**src/rtl/cfu_mac_initiator.sv**
```systemverilog
// CPU-side initiator for the CFU cmd/rsp handshake: runs one CLEAR command, then N MAC commands, and returns the final accumulator.
// Only one command is outstanding at a time, and a watchdog bounds the wait for each response.
module cfu_mac_initiator #(
    parameter int unsigned LEN_W      = 16,
    parameter logic [9:0]  FUNC_CLEAR = 10'h008,
    parameter logic [9:0]  FUNC_MAC4  = 10'h000,
    parameter logic [9:0]  FUNC_MAC1  = 10'h001,
    parameter int unsigned TIMEOUT    = 256
) (
    input  logic             clk,
    input  logic             reset,
    input  logic             job_valid,
    output logic             job_ready,
    input  logic [LEN_W-1:0] job_len,
    input  logic             job_simd,
    input  logic             op_valid,
    output logic             op_ready,
    input  logic [31:0]      op_input,
    input  logic [31:0]      op_filter,
    output logic             cmd_valid,
    input  logic             cmd_ready,
    output logic [9:0]       cmd_payload_function_id,
    output logic [31:0]      cmd_payload_inputs_0,
    output logic [31:0]      cmd_payload_inputs_1,
    input  logic             rsp_valid,
    output logic             rsp_ready,
    input  logic [31:0]      rsp_payload_outputs_0,
    input  logic             rsp_payload_response_ok,
    output logic             res_valid,
    input  logic             res_ready,
    output logic [31:0]      res_data,
    output logic             res_err,
    output logic             busy
);
    localparam int unsigned      TMR_W    = $clog2(TIMEOUT + 1);
    // The timer reaches TIMEOUT-1 on the edge where it leaves TIMEOUT-2.
    localparam logic [TMR_W-1:0] TMR_LAST = TMR_W'(TIMEOUT - 2);

    typedef enum logic [2:0] {
        S_IDLE,
        S_CLR_CMD,
        S_CLR_RSP,
        S_FETCH,
        S_MAC_CMD,
        S_MAC_RSP,
        S_DONE
    } state_t;

    state_t            r_state;
    state_t            w_state_nxt;
    logic              r_cmd_valid;
    logic [9:0]        r_func;
    logic [31:0]       r_in0;
    logic [31:0]       r_in1;
    logic              r_res_valid;
    logic [31:0]       r_res_data;
    logic              r_err;
    logic [LEN_W-1:0]  r_remaining;
    logic              r_simd;
    logic [TMR_W-1:0]  r_timer;

    logic w_in_rsp;
    logic w_rsp_fire;
    logic w_timeout;
    logic w_cmd_fire;
    logic w_op_fire;
    logic w_job_fire;
    logic w_res_fire;
    logic w_last;

    always_comb begin
        w_in_rsp   = (r_state == S_CLR_RSP) || (r_state == S_MAC_RSP);
        w_rsp_fire = w_in_rsp && rsp_valid;
        w_timeout  = w_in_rsp && !rsp_valid && (r_timer == TMR_LAST);
        w_cmd_fire = r_cmd_valid && cmd_ready;
        w_op_fire  = (r_state == S_FETCH) && op_valid;
        w_job_fire = (r_state == S_IDLE) && job_valid;
        w_res_fire = (r_state == S_DONE) && r_res_valid && res_ready;
        // A MAC response retires one command, so the job ends when the last one returns.
        w_last     = (r_state == S_MAC_RSP) ? (r_remaining == LEN_W'(1))
                                            : (r_remaining == '0);
    end

    always_ff @(posedge clk) begin
        if (reset) begin
            r_state <= S_IDLE;
        end else begin
            r_state <= w_state_nxt;
        end
    end

    always_comb begin
        w_state_nxt = r_state;
        case (r_state)
            S_IDLE:    if (w_job_fire) w_state_nxt = S_CLR_CMD;
            S_CLR_CMD: if (w_cmd_fire) w_state_nxt = S_CLR_RSP;
            S_MAC_CMD: if (w_cmd_fire) w_state_nxt = S_MAC_RSP;
            S_CLR_RSP,
            S_MAC_RSP: begin
                if (w_rsp_fire) begin
                    w_state_nxt = w_last ? S_DONE : S_FETCH;
                end else if (w_timeout) begin
                    w_state_nxt = S_DONE;
                end
            end
            S_FETCH:   if (w_op_fire) w_state_nxt = S_MAC_CMD;
            S_DONE:    if (w_res_fire) w_state_nxt = S_IDLE;
            default:   w_state_nxt = S_IDLE;
        endcase
    end

    always_ff @(posedge clk) begin
        if (reset) begin
            r_cmd_valid <= 1'b0;
            r_func      <= '0;
            r_in0       <= '0;
            r_in1       <= '0;
            r_res_valid <= 1'b0;
            r_res_data  <= '0;
            r_err       <= 1'b0;
            r_remaining <= '0;
            r_simd      <= 1'b0;
            r_timer     <= '0;
        end else begin
            if (w_job_fire) begin
                r_remaining <= job_len;
                r_simd      <= job_simd;
                r_err       <= 1'b0;
                r_func      <= FUNC_CLEAR;
                r_in0       <= '0;
                r_in1       <= '0;
                r_cmd_valid <= 1'b1;
            end
            if (w_op_fire) begin
                r_in0       <= op_input;
                r_in1       <= op_filter;
                r_func      <= r_simd ? FUNC_MAC4 : FUNC_MAC1;
                r_cmd_valid <= 1'b1;
            end
            if (w_cmd_fire) begin
                r_cmd_valid <= 1'b0;
                r_timer     <= '0;
            end else if (w_in_rsp) begin
                r_timer <= r_timer + TMR_W'(1);
            end
            if (w_rsp_fire) begin
                r_err      <= r_err | ~rsp_payload_response_ok;
                r_res_data <= rsp_payload_outputs_0;
                if (r_state == S_MAC_RSP) begin
                    r_remaining <= r_remaining - LEN_W'(1);
                end
            end
            if (w_timeout) begin
                r_err <= 1'b1;
            end
            if ((w_rsp_fire && w_last) || w_timeout) begin
                r_res_valid <= 1'b1;
            end
            if (w_res_fire) begin
                r_res_valid <= 1'b0;
            end
        end
    end

    assign job_ready               = (r_state == S_IDLE);
    assign busy                    = (r_state != S_IDLE);
    assign op_ready                = (r_state == S_FETCH);
    assign rsp_ready               = (r_state == S_IDLE) || w_in_rsp;
    assign cmd_valid               = r_cmd_valid;
    assign cmd_payload_function_id = r_func;
    assign cmd_payload_inputs_0    = r_in0;
    assign cmd_payload_inputs_1    = r_in1;
    assign res_valid               = r_res_valid;
    assign res_data                = r_res_data;
    assign res_err                 = r_err;

endmodule

```
**config.mk**
```make
export PLATFORM = sky130hd
export DESIGN_NAME = cfu_mac_initiator
export DESIGN_NICKNAME = d
export VERILOG_FILES = /design/src/rtl/cfu_mac_initiator.sv
export SDC_FILE = /design/constraint.sdc
export NUM_CORES = 1
export LEC_CHECK = 0
export ABC_CLOCK_PERIOD_IN_PS = 5300
export BUFFER_PORTS_ARGS = -buffer_cell sky130_fd_sc_hd__clkbuf_2
export CAP_MARGIN = 5
export CORE_UTILIZATION = 50
export CTS_CLUSTER_DIAMETER = 150
export DETAILED_ROUTE_END_ITERATION = 10
export PLACE_DENSITY = 0.92
export SLEW_MARGIN = 20
export SYNTH_ARGS = -nofsm -noshare
export SYNTH_HDL_FRONTEND = slang
export SYNTH_SLANG_ARGS = --single-unit
```
**constraint.sdc**
```tcl
create_clock -name clk -period 5.3 [get_ports clk]
set_clock_uncertainty 0.15 [all_clocks]
set_input_delay 0.265 -clock clk [delete_from_list [all_inputs] [get_ports clk]]
set_output_delay 0.265 -clock clk [all_outputs]
set_load 0.02 [all_outputs]
```
==> results.md <==
- The run finished with clean final reports.
- Across the VDD grid, the largest voltage drop is 0.290 mV.
- In this run the tightest slew margin relative to its limit is 0.276.
- The gate count of the mapped netlist is 671.
- The share of synthesized area in the top cell type comes to 0.487.
- The number of cells in the design after placement is 981.
- For met3 alone, demand over resource in global routing was 0.0965.
- The arrival time at the worst endpoint is 3.29 ns.
- Of the synthesized area, sequential elements account for 0.487.
- The clock reaches the later pin of the worst-skew pair after 0.50 ns.
- The die area is 11100 um2.
- The multi-input combinational cells in the finished layout cover a total of 2470 um2.
- Setup repair after global routing left no endpoint under its margin.
- STA classifies the critical path startpoint as a register.
- The routing usage on met2 is 0.588.
- In the global route stage, met1 resource usage came out at 0.359.
- The static leakage is 3.42 nW.
- The final layout contains routed wiring with a total length of 19100 um.
- The critical path endpoint category is a register.
- The region available for standard cell placement spans 10300 um2.
- The async set or reset register ratio after synthesis is 0.
- The area taken by flip-flops and latches is 2600 um2.
- The area growth from synthesis to final layout is 51.9%.
- Among all cell types in the netlist, the one instantiated most often is nand2_1.
- For this run, design rule violations remaining after detail routing come to 0.
- Counting cells, the worst reg-to-reg path comes to 5.
- The width of the die is 105 um.
- After synthesis the cells add up to 5350 um2.
- The port buffer count is 225.
- The ratio of final minimum period to clock period is 0.585.
- The most frequently used flop master after synthesis is dfxtp_1.
- The endpoint of the most critical register-to-register path is res_data[31].
- In this run the worst hold path is classified as primary input to register.
- The die is 105 um tall.
- The count of flip-flops with a built-in enable after synthesis is 0.
- Setup total negative slack on the finished layout was measured at 0 ns.
- The number of global-route vias before repair came to 6268.
- The number of fillers in the final layout is 642.
- During I/O placement, the number of pins put on the boundary was 234.
- The number of synthesized register bits is 130.
- The pin count of the biggest net entering global routing is 77.
- The global-route congestion overflow total is 0.
- The largest total area in the synthesized netlist belongs to dfxtp_1.
- The post-detailed-route count of antenna-violating nets is 0.
- The maximum buffer depth of the clock tree is 2.
- Tracing the worst setup path back leads to its startpoint at r_state[1].
- By startpoint and endpoint, the worst setup path is classified as register to register.
- The pin slew with the least headroom to its limit is 1.09 ns.
- In this run the critical register-to-register path is launched from r_state[1].
- The critical hold path startpoint is res_ready.
- In the final layout, the share of cells above drive strength 1 is 0.274.
- Yosys attributes the largest share of cell area to dfxtp_1, a21oi_1, nand2_1.
- In this run the register-to-register setup slack is 2.20 ns.
- The initial cell density of the core is 0.518.
- Of all nets on the critical path, the largest fanout is 32.
- The peak clock frequency supported by timing is 0.323 GHz.
- The H-tree depth reported by CTS is 4.
- The floorplan has 37 rows.
- Ranked by instance count, the synthesized netlist is headed by nand2_1, dfxtp_1, a21oi_1, nand3_1, nor2_1.
- The first global-routing pass estimated 29800 um of wire.
- The max-capacitance violation count is 0.
- In this run the clock root is driven by a clkbuf_8.
- The number of slew-limit violations in the final report is 0.
- The first-pass iteration count of the detailed router is 5.
- The worst hold path terminates at res_valid.
- The number of DRC markers after the initial detailed-route iteration is 633.
- The clock period could shrink to 3.10 ns.
- The routed layout has 6379 vias.
- Along the worst hold path, the cell count comes to 4.
- The final instance count without filler cells is 1126.
- The routed wire length per instance is 17.0 um.
- The HPWL reported at the end of detailed placement is 9840 um.
- TritonCTS created 17 clock buffers.
- TritonCTS built the clock tree.
- The initial antenna violation count is 0.
- The final layout contains 1102 nets.
- The number of failing hold endpoints at the final stage came to 0.
- The number of sinks on the clock net is 130.
- At the end of routability-driven placement, the weighted congestion stood at 0.822.
- The repair_antennas step left the layout with diodes totalling 0.
- The most crowded layer after global routing is met2.
- The average footprint of a synthesized cell is 7.97 um2.
- The data required time at the worst endpoint is 5.49 ns.
- The number of setup violations in the final report is 0.
- The global-route usage over all layers is 0.338.
- The clock-pin slew on the worst setup and hold paths is 0.06 ns.
- The synthesized netlist contains 57 unique library cells.
- The via count normalized by instance count is 5.67.
- The power density over the cells is 406 nW/um2.
- The Yosys step of the flow raised 0 warnings.
per-layer routing:
| layer | up-vias | routed length, um |
|---|---|---|
| li1 | 2928 | - |
| met1 | 2908 | 6920 |
| met2 | 440 | 9400 |
| met3 | 103 | 1830 |
| met4 | 0 | 1000 |
| met5 | - | 0 |
flip-flops by register name, summed over array words and instances, names as in the netlist:
signal and count:
res_valid 1, r_timer 9, r_remaining 16, res_data 32, cmd_payload_inputs_1 32, cmd_payload_function_id 2
r_simd 1, r_state 3, cmd_payload_inputs_0 32, res_err 1, cmd_valid 1
worst max-delay path by stage:
stage | endpoint | slack, ns | depth (start not counted)
finish | res_data[31] | 2.20 | 5
global route | res_data[3] | 1.88 | 5
CTS | res_data[24] | 2.25 | 5
detailed placement | res_data[12] | 2.32 | 5
global placement | res_data[17] | 2.43 | 5
floorplan | r_remaining[12] | 2.92 | 8
area by class of cell:
| type | instances | share of cell area |
|---|---|---|
| clock inverter | 13 | 0.0157 |
| multi-input combinational | 479 | 0.305 |
| clock buffer | 19 | 0.0532 |
| sequential | 130 | 0.320 |
| tap | 136 | 0.0210 |
| timing repair buffer | 342 | 0.282 |
| inverter | 7 | 0.00324 |
stage by stage:
step | hold WS [ns] | total power [mW] | instance area (um2) | setup WS [ns] | utilization
floorplan | 0.251 | 1.87 | 5370 | 2.92 | -
global placement | 0.290 | 2.09 | 6430 | 2.43 | 0.623
detailed placement | 0.297 | 2.11 | 6430 | 2.32 | 0.623
CTS | 0.00881 | 3.27 | 8120 | 2.25 | 0.787
global route | 0.0315 | 3.44 | 8120 | 1.88 | 0.787
finish | 0.0411 | 3.30 | 8120 | 2.20 | 0.787
kinds of logic after synthesis:
group / share of synthesized area
adders and majority gates: 0.00936
DFF: 0.487
buffers and inverters: 0.0566
muxes: 0.00398
AOI/OAI and AO/OA: 0.167
xor gates and xnor gates: 0.0131
other: 0.000701
and+or+nand+nor: 0.263
worst max-delay path, cell delays in order (launching register included):
cell and delay, ns:
dfxtp_1 0.58, nand2b_1 0.14, o21ai_1 0.81, nand2_1 0.88, nand2_1 0.28, a21oi_1 0.09
report_power, final:
part           internal (mW)  total (mW)  switching, mW
registers               1.08        1.21          0.127
logic                  0.352       0.998          0.646
clock network          0.642        1.09          0.449
total                   2.08        3.30           1.22
cells in the final DEF, fill, tap and decap left out, drive strengths merged, types with 8 or more instances in the layout:
cell,n
nand3,68
nand2,140
a21oi,112
o21ai,15
dlygate4sd3,113
clkbuf,243
inv,11
conb,8
nor2,35
nor3,18
dfxtp,130
repair_timing:
action | 4_1_cts | 5_1_grt
gates resized for setup | 0 | 0
setup buffers | 0 | 0
hold endpoints to repair | 113 | 0
hold buffers | 113 | 0
Note: power is estimated with default switching activity, not from simulation.
